### config.mk
export PLATFORM = sky130hd
export DESIGN_NAME = bht_predictor
export DESIGN_NICKNAME = d
export VERILOG_FILES = /design/src/rtl/bht_predictor_pkg.sv /design/src/rtl/bht_sat_update.sv /design/src/rtl/bht_predictor.sv
export SDC_FILE = /design/constraint.sdc
export NUM_CORES = 1
export LEC_CHECK = 0
export ABC_CLOCK_PERIOD_IN_PS = 3630
export CAP_MARGIN = 20
export CORE_UTILIZATION = 49
export DETAILED_ROUTE_END_ITERATION = 10
export PLACE_DENSITY = 0.77
export SETUP_SLACK_MARGIN = 0.3
export SLEW_MARGIN = 20
export SYNTH_ARGS = -nofsm -noshare
export SYNTH_HDL_FRONTEND = slang
export SYNTH_HIERARCHICAL = 1
export SYNTH_SLANG_ARGS = --single-unit
### constraint.sdc
create_clock -name clk -period 3.63 [get_ports clk]
set_input_delay 0.363 -clock clk [delete_from_list [all_inputs] [get_ports clk]]
set_output_delay 0.363 -clock clk [all_outputs]
set_load 0.02 [all_outputs]
### src/rtl/bht_predictor_pkg.sv
// Shared definitions for the branch history table predictor:
// 2-bit counter encodings and the default table index width.
package bht_predictor_pkg;

    typedef enum logic [1:0] {
        SNT = 2'b00,
        WNT = 2'b01,
        WT  = 2'b10,
        ST  = 2'b11
    } bht_state_e;

    localparam int BHT_INDEX_W_DEF = 6;

endpackage

### src/rtl/bht_sat_update.sv
// Next-state function of one 2-bit saturating branch counter.
// Taken moves toward ST, not-taken toward SNT; both ends saturate.
module bht_sat_update
    import bht_predictor_pkg::*;
(
    input  logic [1:0] state_i,
    input  logic       taken_i,
    output logic [1:0] state_o
);

    // Saturating increment/decrement of the counter
    always_comb begin
        state_o = state_i;
        case (state_i)
            SNT: begin
                if (taken_i) state_o = WNT;
                else         state_o = SNT;
            end
            WNT: begin
                if (taken_i) state_o = WT;
                else         state_o = SNT;
            end
            WT: begin
                if (taken_i) state_o = ST;
                else         state_o = WNT;
            end
            ST: begin
                if (taken_i) state_o = ST;
                else         state_o = WT;
            end
            default: state_o = state_i;
        endcase
    end

endmodule

### src/rtl/bht_predictor.sv
// Untagged 2-bit bimodal branch predictor with EX-stage training.
// Optional resolved/mispredict statistics enabled by macro BHT_STATS_EN.
module bht_predictor
    import bht_predictor_pkg::*;
#(
    parameter int         INDEX_W    = BHT_INDEX_W_DEF,
    parameter logic [1:0] INIT_STATE = 2'b01
) (
    input  logic        clk,
    input  logic        rst,
    input  logic [31:0] PC_IF,
    input  logic        btb_hit_IF,
    output logic        pred_taken_IF,
    input  logic        upd_valid_EX,
    input  logic [31:0] PC_EX,
    input  logic        taken_EX,
    input  logic        pred_taken_EX,
    output logic        mispredict_EX,
    output logic [31:0] br_count,
    output logic [31:0] mispred_count
);

    localparam int ENTRIES = 1 << INDEX_W;

    logic [1:0]         tbl_q [ENTRIES];
    logic [INDEX_W-1:0] rd_idx_s;
    logic [INDEX_W-1:0] upd_idx_s;
    logic [1:0]         upd_cur_s;
    logic [1:0]         tbl_upd_d;
    logic               unused_pc_s;

    assign rd_idx_s    = PC_IF[INDEX_W+1:2];
    assign upd_idx_s   = PC_EX[INDEX_W+1:2];
    assign upd_cur_s   = tbl_q[upd_idx_s];
    assign unused_pc_s = ^{PC_IF[31:INDEX_W+2], PC_IF[1:0],
                           PC_EX[31:INDEX_W+2], PC_EX[1:0]};

    // Read straight from the table: a same-cycle update is not bypassed
    assign pred_taken_IF = btb_hit_IF & tbl_q[rd_idx_s][1];
    assign mispredict_EX = upd_valid_EX & (taken_EX ^ pred_taken_EX);

    bht_sat_update u_sat_update (
        .state_i (upd_cur_s),
        .taken_i (taken_EX),
        .state_o (tbl_upd_d)
    );

    // Counter table: reset to INIT_STATE, otherwise train the resolving entry
    always_ff @(posedge clk) begin
        if (rst) begin
            for (int i = 0; i < ENTRIES; i++) begin
                tbl_q[i] <= INIT_STATE;
            end
        end else if (upd_valid_EX) begin
            tbl_q[upd_idx_s] <= tbl_upd_d;
        end else begin
            tbl_q[upd_idx_s] <= upd_cur_s;
        end
    end

`ifdef BHT_STATS_EN
    logic [31:0] br_count_q;
    logic [31:0] br_count_d;
    logic [31:0] mispred_count_q;
    logic [31:0] mispred_count_d;

    // Statistics next-state; both counters wrap modulo 2^32
    always_comb begin
        br_count_d      = br_count_q;
        mispred_count_d = mispred_count_q;
        if (upd_valid_EX) begin
            br_count_d = br_count_q + 32'd1;
        end else begin
            br_count_d = br_count_q;
        end
        if (mispredict_EX) begin
            mispred_count_d = mispred_count_q + 32'd1;
        end else begin
            mispred_count_d = mispred_count_q;
        end
    end

    // Statistics registers
    always_ff @(posedge clk) begin
        if (rst) begin
            br_count_q      <= 32'd0;
            mispred_count_q <= 32'd0;
        end else begin
            br_count_q      <= br_count_d;
            mispred_count_q <= mispred_count_d;
        end
    end

    assign br_count      = br_count_q;
    assign mispred_count = mispred_count_q;
`else
    assign br_count      = 32'h0;
    assign mispred_count = 32'h0;
`endif

endmodule

## Yosys cells after proc, flatten, opt, wreduce, memory -nomap -nowiden

Memories as Yosys holds them, arrays and structs flattened.
Cells that the tools add are included.

- $add $sub $neg: 0
- Multipliers: 0
- Div/mod/pow operators: 0
- $lt $le $gt $ge: 0
- Equal/unequal tests: 3
- Shifts and indexed selects: 0
- Mux-type cells: 17
- Bitwise gates (word level): 4
- Reduce and logical (&&, ||, !) cells: 2

Operators by type and width:

| cell | count |
|---|---|
| 1-bit 2-to-1 mux | 11 |
| 2-bit 2-to-1 mux | 4 |
| 2-bit case mux with 4 select lines | 1 |
| 6-bit 2-to-1 mux | 1 |
| 2-bit == test, second input constant | 2 |
| 1-bit bitwise AND | 2 |
| 2-bit by 1-bit == test with 1-bit output, second input constant | 1 |
| 2-bit logical NOT | 1 |
| 2-bit OR reduction | 1 |
| 1-bit OR | 1 |
| 1-bit bitwise XOR | 1 |

- Flip-flop bits (word level): 0
- Bits in latches: 0
- Memory bits (writable): 128
- Bits in read-only memories: 0
- Input bits: 70
- Output and inout port bits: 66
- Logic and storage cells: 27
- Memories kept: 1

Memories:

| name | depth | width | read ports | clocked after memory_dff | write ports | line | RTL |
|---|---|---|---|---|---|---|---|
| tbl_q | 64 | 2 | 2 | 0 | 64 | bht_predictor.sv:25 | `logic [1:0] tbl_q [ENTRIES];` |

## Logic depth before layout (Yosys ltp)

Gate-level depths: netlist (run 1).

- Word-level depth: 6
- Gate-level depth with buffers: 17
- Mapped depth without buffers: 10

## Modules after synthesis

The synthesis (run 1) kept the hierarchy.

Modules (own cells, without submodules):

| module | instances | cells each | area each (um2) |
|---|---|---|---|
| bht_predictor | 1 | 780 | 8035.2 |
| bht_sat_update | 1 | 3 | 26.3 |

## Worst setup path after synthesis (run 1)

Ideal clock, no wire load.

- Path type: input to register
- Start: input PC_EX[3]
- End: memory tbl_q[10][1] (data pin)
- Setup time: 0.267 ns
- Data arrival time: 3.226 ns
- Data required time: 3.363 ns
- Setup slack: 0.137 ns
- Stages on the path: 16
- Path buffers: 6
- Cells stage by stage: buf_2 > and2_1 > clkbuf_1 > a22o_1 > a2111oi_0 > o22ai_1 > nor4_1 > buf_2 > buf_2 > inv_1 > maj3_2 > or2_2 > buf_1 > clkbuf_1 > nand2_1 > a21oi_1

RTL lines:

| item | line | RTL |
|---|---|---|
| start: declaration | bht_predictor.sv:15 | `input logic [31:0] PC_EX,` |
| end: declaration | bht_predictor.sv:25 |  |

==> results_dict.tcl, run 1 <==
set metrics [dict create \
    status "complete, no violations" \
    utilization_pct 57.8 \
    cts-hold-fix-buffers 0 \
    cp-start-kind "input port" \
    synth.area.top_cells "edfxtp_1 48%, mux4_2 6.1%, buf_4 6.1%" \
    core_area_mm2 0.0160 \
    postSynthCellCount 783 \
    hold_viol 0 \
    cp_max_fo 20 \
    power_density_mw_per_mm2 439 \
    hold_path.startpoint "rst" \
    firstDrtPassIters 6 \
    ir_worst_vdd_v 0.000363 \
    grt_max_degree 65 \
    cts.sinks 128 \
    antenna_cells 0 \
    critPathLaunch "PC_EX[3]" \
    max_freq_mhz 311 \
    ys_types 58 \
    numCtsBuffers 17 \
    synth_top_cell_by_area "edfxtp_1" \
    required_ns 3.80 \
    netlist_area_mm2 0.00806 \
    dp_hpwl_um 14100 \
    p_leak_nw 3.27 \
    rsz0062_at_grt "false" \
    fin_crit_ns 3.22 \
    root_buffer "clkbuf_16" \
    ys_ff_latch 128 \
    via_per_inst 5.94 \
    dieWidth_um 130 \
    slew_headroom_pct 48.1 \
    vias 6277 \
    r2r-start "tbl_q[47][1]" \
    die-area_mm2 0.0170 \
    endpoint_kind "register" \
    worst_slew_pin_slew_ns 0.778 \
    port_buffers 19 \
    period_share_pct 88.6 \
    io_pins 136 \
    ys_seq_area_share_pct 47.7 \
    fin_skew_ns 0.0123 \
    cts_tree "done" \
    grt_pass1_vias 5984 \
    reg_top3 "tbl_q: 128 flops" \
    critPathKind "input port to register" \
    dp_cells 1022 \
    yosysTopAreaCellShare_pct 47.7 \
    grt_use_total_pct 27.4 \
    grt_antenna_before_repair 0 \
    largest_reg_flops 128 \
    post_cts.repair.setup_buffers 0 \
    tns_ns 0 \
    fin_nets 897 \
    setup_viol 0 \
    slew_viol_final 0 \
    clk_path_buf_depth 2 \
    overflow 0 \
    maxCapViolCount 0 \
    drive_gt1_share_pct 28.2 \
    grt_pass1_wl_um 33400 \
    ys_warn_count 6 \
    ant_nets 0 \
    gp_congestion 0.932 \
    initial_core_util_pct 50.4 \
    synth_flop_cell "edfxtp_1" \
    layout.cells.non_filler 1056 \
    synth-edff-count 128 \
    clk_latency_ns 0.43 \
    die_h_um 130 \
    drt_wl_total_um 22200 \
    final_common_cell "edfxtp_1" \
    postSynth.asyncResetShare_pct 0 \
    drc_errors 0 \
    synth_area_per_cell_um2 10.3 \
    final_cell_mix "128 x edfxtp_1, 124 x nand2_1, 69 x a21oi_1, 66 x nor2_1, 64 x conb_1" \
    row_count 46 \
    clkTransAtPathRegs_ns 0.06 \
    drt_iter0_markers 809 \
    hp-class "input port to register" \
    area_delta_synth_final_pct 14.6 \
    cp.arrival_ns 3.38 \
    holdWs_ns 0.584 \
    routedWlPerCell_um 21.0 \
    htreeDepth 4 \
    largest_register "tbl_q" \
]
==> Yosys cell counts (6+ instances only) <==
cell type    n
edfxtp_1   128
nand2_1    124
a21oi_1     69
nor2_1      67
buf_4       65
or2_2       64
clkbuf_1    34
mux4_2      22
mux2i_1     20
nand2_2     20
buf_2       17
a22oi_1     14
nand3_1     11
buf_6       10
mux2_2       8
or3b_2       8
inv_1        7
nand3b_1     6
==> metal layers <==
| metal | wire length (µm) | vias to the layer above | track usage (%) |
|---|---|---|---|
| met1 | 8320 | 2981 | 35.0 |
| met4 | 1070 | 0 | 14.7 |
| li1 | - | 2768 | - |
| met5 | 0 | - | 0 |
| met3 | 2190 | 98 | 5.86 |
| met2 | 10600 | 430 | 43.6 |
==> worst paths after layout <==
kind	end	slack [ns]	cells past startpoint
hold reg to reg	tbl_q[1][0]	1.21	6
hold / removal	tbl_q[8][1]	0.58	2
setup reg to reg	tbl_q[51][0]	0.49	12
setup / recovery	tbl_q[51][0]	0.41	14
==> cells by family (layout without fill, tap and decap cells) <==
logic type	after synthesis	after routing	synth area share (%)
simple gates	331	331	20.2
xor+xnor	1	1	0.109
mux	52	52	10.4
compound gates	131	131	10.7
flops	128	128	47.7
other cells	1	64	0.0465
fa+ha+maj	2	2	0.279
buf+inv	137	131	10.6
==> stage by stage <==
| step | worst slack [ns] | area, µm² | total power [W] |
|---|---|---|---|
| floorplan | 0.314 | 8400 | 0.00222 |
| global placement | -0.191 | 8590 | 0.00235 |
| detailed placement | -0.231 | 8590 | 0.00236 |
| CTS | 0.308 | 9200 | 0.00404 |
| global route | 0.325 | 9240 | 0.00415 |
| finish | 0.414 | 9240 | 0.00406 |
==> power by group <==
group	total, W	switching, W	internal [W]	leakage (nW)
clock network	0.00169	0.000630	0.00107	0.277
logic	0.000673	0.000426	0.000247	1.85
registers	0.00169	0.0000235	0.00166	1.15
total	0.00406	0.00108	0.00298	3.27
==> critical path: stages <==
cell and delay, ns:
dlymetal6s2s_1 0.27, buf_12 0.20, mux2_2 0.34, a221oi_1 0.29
o22a_1 0.25, o22ai_1 0.13, nor4_2 0.35, inv_1 0.11
maj3_2 0.31, or2_4 0.26, o41ai_4 0.06, buf_4 0.21
buf_12 0.18, nand2_1 0.07
==> cell type report <==
cell class / instances / area, µm²
clock buffer: 19 / 433
clock inverter: 13 / 145
fill: 1343 / 6760
inverter: 8 / 30.0
multi-input combinational: 581 / 3640
sequential: 128 / 3840
tap: 216 / 270
timing repair buffer: 91 / 882
==> repair_timing <==
item / 4_1_cts / 5_1_grt
gates cloned: 1 / 1
pin swaps: 3 / 4
hold endpoints to repair: 0 / 0
setup endpoints to repair: 74 / 124
gates resized for setup: 3 / 6
(Power assumes the default switching activity.)
==> run 2: changes to the inputs <==
- ABC_CLOCK_PERIOD_IN_PS: 3630 -> unset
- REMOVE_ABC_BUFFERS: unset -> 1
- SLEW_MARGIN: 20 -> 15
==> run 2 against run 1 <==
Net effect: maximum frequency decreased by 1.2%; non-clock buffer count increased by 4; wire length decreased by 0.19%; via count increased by 2.3%; utilization increased by 0.87 points; sequential power about the same; largest power group is now clock.
==> results_dict.tcl, run 2 (same netlist as run 1, synthesis figures left out) <==
set metrics [dict create \
    grt_pass1_wl_um 34100 \
    antenna_cells 0 \
    max_freq_mhz 307 \
    firstDrtPassIters 6 \
    placed_area_mm2 0.00858 \
    r2r-start "tbl_q[45][1]" \
    final_area_mm2 0.00938 \
    power_density_mw_per_mm2 445 \
    die_h_um 130 \
    final_cell_mix "128 x edfxtp_1, 124 x nand2_1, 69 x a21oi_1, 66 x nor2_1, 64 x conb_1" \
    required_ns 3.80 \
    reg_top3 "tbl_q: 128 flops" \
    cp_num_buf_inv 7 \
    largest_register "tbl_q" \
    clk_latency_ns 0.43 \
    grt_pass1_vias 6041 \
    grt_antenna_before_repair 0 \
    dp_hpwl_um 14100 \
    holdWs_ns 0.618 \
    endpoint_kind "register" \
    cp.arrival_ns 3.42 \
    cts.sinks 128 \
    grt_use_total_pct 27.7 \
    fill_cells 1271 \
    dieWidth_um 130 \
    core_area_mm2 0.0160 \
    path_delay_family "buffers and inverters" \
    vias 6419 \
    crit_path_top_delay_cell "clkdlybuf4s15_1" \
    critPathKind "input port to register" \
    initial_core_util_pct 50.4 \
    htreeDepth 4 \
    status "complete, no violations" \
    p_leak_nw 3.30 \
    slew_headroom_pct 48.7 \
    drive_gt1_share_pct 29.7 \
    cpPeakStageDelay_ns 0.31 \
    ir_worst_vdd_v 0.000320 \
    cp_max_fo 11 \
    r2r_cells 12 \
    rsz0062_at_grt "false" \
    fin_skew_ns 0.00929 \
    drt_iter0_markers 913 \
    largest_reg_flops 128 \
    root_buffer "clkbuf_16" \
    clkTransAtPathRegs_ns 0.05 \
    drc_errors 0 \
    fin_crit_ns 3.25 \
    clk_path_buf_depth 2 \
    io_pins 136 \
    numCtsBuffers 17 \
    row_count 46 \
    hold_viol 0 \
    overflow 0 \
    area_delta_synth_final_pct 16.4 \
    cp-start-kind "input port" \
    path_cells "clkdlybuf4s15_1 > buf_12 > buf_4 > clkinvlp_4 > a221oi_2 > o22a_1 > o22ai_1 > nor4_2 > buf_4 > inv_1 > maj3_2 > or2_4 > o41ai_4 > buf_4 > nand2_1" \
    port_buffers 19 \
    tns_ns 0 \
    hp-class "input port to register" \
    slew_viol_final 0 \
    worst_slew_pin_slew_ns 0.770 \
    fin_nets 902 \
    ff2ff_setup_slack_ns 0.49 \
    gp_congestion 0.892 \
    cpMostUsedCell "buf_4" \
    cp.depth 15 \
    period_share_pct 89.6 \
    setup_viol 0 \
    die-area_mm2 0.0170 \
    r2r-end "tbl_q[1][0]" \
    grt_max_degree 65 \
    ant_nets 0 \
    routedWlPerCell_um 20.8 \
    maxCapViolCount 0 \
    drt_wl_total_um 22100 \
    cts_tree "done" \
    critPathLaunch "PC_EX[2]" \
    final_common_cell "edfxtp_1" \
    via_per_inst 6.05 \
    crit_path_end "tbl_q[1][0]" \
]
[run 2: cell types whose count changed in the layout (fill, tap and decap cells not counted), sizes merged]
cell           previous run  this run
clkinvlp                  3         5
buf                      72        76
clkdlybuf4s50            13        14
clkdlybuf4s15             0         1
bufinv                    3         4
bufbuf                    1         2
o41ai                     1         2
clkbuf                   21        18
dlymetal6s2s              2         0
inv                       7         6
[run 2: worst min-delay path by stage]
stage                  from           end  depth (start not counted)
2_1_floorplan           rst   tbl_q[0][0]                          1
3_3_place_gp   tbl_q[55][0]  tbl_q[55][0]                          6
3_5_place_dp   tbl_q[55][0]  tbl_q[55][0]                          6
4_1_cts                 rst  tbl_q[57][1]                          2
5_1_grt            PC_EX[3]  tbl_q[56][0]                          5
6_report           PC_EX[3]  tbl_q[56][0]                          5
[run 2: report_power, final]
part	internal, W	switching, W
registers	0.00166	0.0000244
clock network	0.00114	0.000648
logic	0.000256	0.000439
[run 2: area by class of cell]
cell class                 count  area [µm²]  share of cell area (%)
tap                          216         270                    2.88
sequential                   128        3840                    41.0
clock buffer                  17         425                    4.54
timing repair buffer          95         915                    9.75
inverter                       8        33.8                   0.360
multi-input combinational    582        3700                    39.4
clock inverter                15         194                    2.07
[run 2: worst min-delay path: stages]
cell      delay (ns)
clkbuf_2        0.16
buf_12          0.16
nor2_2          0.05
buf_4           0.13
nand4_1         0.06
[run 2: metal layers]
metal,share of wire (%),vias to the layer above,track usage [%]
met2,47,453,44.0
met3,11,96,6.15
met4,4.8,0,14.8
met1,36,3082,35.3
met5,0,-,0
li1,-,2788,-
[run 2: what timing repair did]
action | in CTS | in global routing
buffers inserted | 3 | 1
endpoints found under the setup margin | 124 | 122
resized for setup | 14 | 7
pin swaps | 4 | 2
cloned | 3 | 0
hold buffers | 0 | 0
[run 2: metrics by stage]
step                      total power (W)  setup slack, ns  std cells  utilization [%]
after floorplan                   0.00205            -4.15        717                -
after global placement            0.00235           -0.245       1022             53.6
after detailed placement          0.00236           -0.265       1022             53.6
after CTS                         0.00416            0.327       1060             58.4
after global routing              0.00428            0.269       1061             58.6
final                             0.00417            0.376       1061             58.6
==> patch 1 (flow settings as in run 1) <==
`BHT_INDEX_W_DEF`: 6 -> 7.
--- a/src/rtl/bht_predictor_pkg.sv
+++ b/src/rtl/bht_predictor_pkg.sv
@@ -10,5 +10,5 @@
     } bht_state_e;
 
-    localparam int BHT_INDEX_W_DEF = 6;
+    localparam int BHT_INDEX_W_DEF = 7;
 
 endpackage
Function: not settled (the Yosys comparison gave no result); the edit may change what the design does.
==> patch 1 against run 1 <==
Sequential share of layout area up 2.1 points. Routed wire length is 120% higher. Worst setup slack worse by 0.21 ns. Sequential cell count is 128 higher. Synthesized area grew 86%. Total power increased by 84%. Die area up 85%. Design area grew 90%. Critical endpoint is now tbl_q[11][0]$_SDFFCE_PN1P_.
==> patch 1: results <==
export IMPL_status="completed"
export IMPL_clockBufferDepth=3
export IMPL_slowest_delay_ns=0.41
export IMPL_cts_buffers=27
export IMPL_ys_types=57
export IMPL_synth_edff_count=256
export IMPL_netlist_top_cells_count="edfxtp_1 (256), nor2_1 (131), nor4_1 (126)"
export IMPL_p_sw_w=0.00207
export IMPL_yosysSeqAreaShare_pct=51.2
export IMPL_drt_initial_drc_count=2209
export IMPL_crit_arrival_ns=3.70
export IMPL_grt_max_degree=67
export IMPL_p_leak_nw=5.86
export IMPL_dp_slack_ns=-0.296
export IMPL_grt_pass1_vias=11900
export IMPL_worst_path_max_fanout=6
export IMPL_nets=1496
export IMPL_drt_pass1_iterations=7
export IMPL_skew_ns=0.0146
export IMPL_fin_util_pct=58.9
export IMPL_p_comb_w=0.00144
export IMPL_htreeDepth=1
export IMPL_dpl_instance_area_um2=16300
export IMPL_powerDensity_nw_per_um2=425
export IMPL_worst_ir_drop_vdd_uv=347
export IMPL_nFillCells=2235
export IMPL_synth_area_leaders="edfxtp_1 (51%), mux4_2 (8.5%), nor4_1 (5.2%)"
export IMPL_pg_seq_w=0.00337
export IMPL_grt_pass1_wl_um=69800
export IMPL_tightestPinTransition_ns=0.739
export IMPL_cp_slowest_cell="edfxtp_1"
export IMPL_port_buffers=21
export IMPL_grt_usage_pct=29.7
export IMPL_reg_top3="tbl_q x256"
export IMPL_worstSkewPairLatency_ns=0.54
export IMPL_vias=12700
-- patch 1: cell count changes in the layout (fill, tap and decap cells not counted), sizes merged, moves of 63 or more --
cell    change
edfxtp    +128
o21ai     +127
nor4      +126
buf       +108
nand2     -102
nor2       +63
-- patch 1: layer usage --
layer	wire length, um	share of wire, %	vias to the layer above	GRT usage [%]
met1	16600	34	6009	39.3
met2	22500	46	1166	45.6
met3	6960	14	265	6.01
met5	0	0	-	0
li1	-	-	5220	-
met4	3020	6.2	0	16.3
-- patch 1: cell families (layout without fill, tap and decap cells) --
family                   count (synthesis)  count (layout)  share of synthesized area (%)
AO/OA/AOI/OAI                          293             293                           12.6
XOR/XNOR                                 1               1                         0.0583
adder cells (fa/ha/maj)                  2               2                          0.150
buffers and inverters                  228             260                           8.14
flip-flops                             256             256                           51.2
multiplexers                            89              89                           10.8
other                                    1              64                         0.0250
AND/OR/NAND/NOR                        480             480                           17.1
-- patch 1: area by class of cell --
type | instances | share of cell area (%)
inverters | 6 | 0.128
repair buffers | 206 | 12.1
flip-flops and latches | 256 | 43.7
clock buffers | 32 | 3.95
well taps | 390 | 2.77
clock inverters | 16 | 0.732
multi-input cells | 929 | 36.6
-- patch 1: final timing paths --
kind / slack [ns] / cells after the start / from / endpoint
worst min-delay path: 0.41 / 3 / PC_EX[4] / tbl_q[17][0]$_SDFFCE_PN1P_
worst max register to register: 0.21 / 13 / tbl_q[63][1]$_SDFFCE_PN0P_ / tbl_q[11][0]$_SDFFCE_PN1P_
worst min register to register: 1.36 / 6 / tbl_q[69][0]$_SDFFCE_PN1P_ / tbl_q[18][0]$_SDFFCE_PN1P_
worst max-delay path: 0.21 / 13 / tbl_q[63][1]$_SDFFCE_PN0P_ / tbl_q[11][0]$_SDFFCE_PN1P_
-- patch 1: timing repair --
| action | CTS | global route |
|---|---|---|
| cloned | 1 | 13 |
| hold buffers | 0 | 0 |
| resized for setup | 8 | 20 |
| setup buffers | 2 | 8 |
| pin swaps | 1 | 8 |
| setup endpoints to repair | 210 | 254 |
-- patch 1: per-stage QoR --
| step | setup TNS (ns) | hold slack [ns] | std cells |
|---|---|---|---|
| 3_5_place_dp | -55.12 | 0.951 | 1763 |
| 2_1_floorplan | 0 | 0.639 | 1413 |
| 4_1_cts | 0 | 0.406 | 1814 |
| 6_report | 0 | 0.415 | 1835 |
| 5_1_grt | 0 | 0.400 | 1835 |
| 3_3_place_gp | -51.26 | 0.935 | 1763 |
-- patch 1: worst max-delay path, delay by kind of cell (launching register included) --
family / cells / cell delay [ns]
AOI/OAI and AO/OA: 4 / 0.83
adders and majority gates: 1 / 0.34
buffers and inverters: 4 / 0.64
DFF: 1 / 0.41
and+or+nand+nor: 4 / 0.93
==> patch 2 (flow settings as in run 1) <==
Made on the original files. Register the input `PC_EX` before use. The logic sees it one clock later. The other inputs are not delayed to match.
--- a/src/rtl/bht_predictor.sv
+++ b/src/rtl/bht_predictor.sv
@@ -23,4 +23,10 @@
     localparam int ENTRIES = 1 << INDEX_W;
 
+    logic [31:0] PC_EX_q;
+
+    always_ff @(posedge clk) begin
+        PC_EX_q <= PC_EX;
+    end
+
     logic [1:0]         tbl_q [ENTRIES];
     logic [INDEX_W-1:0] rd_idx_s;
@@ -31,8 +37,8 @@
 
     assign rd_idx_s    = PC_IF[INDEX_W+1:2];
-    assign upd_idx_s   = PC_EX[INDEX_W+1:2];
+    assign upd_idx_s   = PC_EX_q[INDEX_W+1:2];
     assign upd_cur_s   = tbl_q[upd_idx_s];
     assign unused_pc_s = ^{PC_IF[31:INDEX_W+2], PC_IF[1:0],
-                           PC_EX[31:INDEX_W+2], PC_EX[1:0]};
+                           PC_EX_q[31:INDEX_W+2], PC_EX_q[1:0]};
 
     // Read straight from the table: a same-cycle update is not bypassed
Check against the original RTL: not equivalent (Yosys sat finds a counterexample within 4 cycles, from zero or initial values).
==> patch 2 against run 1 <==
Sequential power is 5% higher. Routed wire length is 2.3% higher. Cell count is 0.76% higher. Largest power group unchanged. Maximum frequency is 1.8% lower. Total power is 3.1% higher. Sequential cell count is 6 higher. Largest cell class unchanged. Worst setup slack worse by 0.059 ns. Design area is 3.8% higher. Synthesized area is 1.8% higher.
==> patch 2: results <==
export IMPL_status="completed"
export IMPL_hold_end="PC_EX_q[4]$_DFF_P_"
export IMPL_die_w_um=131
export IMPL_netlist_top_cells_count="edfxtp_1 (128), nand2_1 (112), a21oi_1 (68)"
export IMPL_drt_initial_drc_count=812
export IMPL_grt_pass1_wl_um=33600
export IMPL_synth_fa_ha_area_share_pct=0.274
export IMPL_ys_types=59
export IMPL_p_leak_nw=3.39
export IMPL_rr_worst_depth=13
export IMPL_vias=6314
export IMPL_crit_arrival_ns=3.40
export IMPL_synth_compound_area_share_pct=10.7
export IMPL_routed_wl_um=22700
export IMPL_skew_ns=0.0115
export IMPL_reg2reg_to="tbl_q[19][1]$_SDFFCE_PN0P_"
export IMPL_r2r_start="PC_EX_q[3]$_DFF_P_"
export IMPL_synth_area_leaders="edfxtp_1 (47%), buf_4 (6.0%), mux4_2 (6.0%)"
export IMPL_nets=905
export IMPL_syn_inst=787
export IMPL_dp_cells=1005
export IMPL_crit_family="simple AND/OR/NAND/NOR gates"
export IMPL_slowest_delay_ns=0.39
export IMPL_dp_hpwl_um=14400
export IMPL_dpl_instance_area_um2=8570
export IMPL_cp_slowest_cell="dfxtp_2"
export IMPL_holdCritStartpoint="PC_EX[4]"
export IMPL_yosysSeqAreaShare_pct=48.3
export IMPL_worst_path_max_fanout=34
export IMPL_globalplace_congestion=0.943
export IMPL_tightestPinTransition_ns=0.765
export IMPL_nFillCells=1283
export IMPL_reg_top3="tbl_q x128, PC_EX_q x6"
export IMPL_post_drt_wl_per_cell_um=21.3
==> patch 2: cell count changes in the layout (fill, tap and decap cells not counted), sizes merged, moves of 2 or more <==
cell,before,now
dfxtp,0,6
clkdlybuf4s50,13,17
dlymetal6s2s,2,0
clkbuf,21,26
clkinvlp,3,1
nand2,144,142
==> patch 2: power by group <==
part | total (W) | internal [W] | switching [W]
Sequential | 0.00177 | 0.00173 | 0.0000386
Combinational | 0.000746 | 0.000305 | 0.000441
Clock | 0.00166 | 0.00104 | 0.000627
==> patch 2: cell families after synthesis <==
family          count (synthesis)
flops                         134
fa+ha+maj                       2
mux                            52
compound gates                132
other cells                     1
buf+inv                       137
xor+xnor                        1
simple gates                  328
==> patch 2: metal layers <==
layer / global-route usage, % / part of all wire [%] / vias to the layer above
met5: 0 / 0 / -
met4: 11.8 / 3.8 / 0
met3: 7.56 / 11 / 74
met2: 40.4 / 47 / 426
met1: 34.1 / 38 / 3027
li1: - / - / 2787
==> patch 2: worst max-delay path by stage <==
stage	startpoint	endpoint	slack, ns	depth (start not counted)
floorplan	PC_EX_q[3]$_DFF_P_	tbl_q[47][0]$_SDFFCE_PN1P_	0.30	15
global placement	PC_IF[2]	pred_taken_IF	0.17	7
detailed placement	PC_IF[2]	pred_taken_IF	0.17	7
CTS	PC_EX_q[2]$_DFF_P_	tbl_q[51][1]$_SDFFCE_PN0P_	0.26	14
global route	PC_EX_q[2]$_DFF_P_	tbl_q[19][1]$_SDFFCE_PN0P_	0.26	14
finish	PC_EX_q[3]$_DFF_P_	tbl_q[19][1]$_SDFFCE_PN0P_	0.35	13
==> patch 2: area by class of cell <==
| type | instances | area share [%] |
|---|---|---|
| sequential | 134 | 41.5 |
| multi-input combinational | 579 | 38.8 |
| timing repair buffer | 95 | 10.7 |
| clock buffer | 22 | 4.84 |
| tap | 216 | 2.82 |
| clock inverter | 10 | 1.10 |
| inverter | 8 | 0.313 |
==> patch 2: per-stage QoR <==
stage	setup WS (ns)	util, %	hold slack [ns]
final	0.355	59.5	0.365
after global routing	0.257	59.5	0.359
after CTS	0.262	57.6	0.362
after detailed placement	0.168	53.2	0.811
after global placement	0.165	53.2	0.808
after floorplan	0.302	-	0.391
==> patch 2: repair_timing <==
action / 4_1_cts / 5_1_grt
pin swaps: 2 / 9
resized for setup: 11 / 23
setup endpoints to repair: 61 / 124
buffers inserted: 6 / 15
gates cloned: 2 / 4
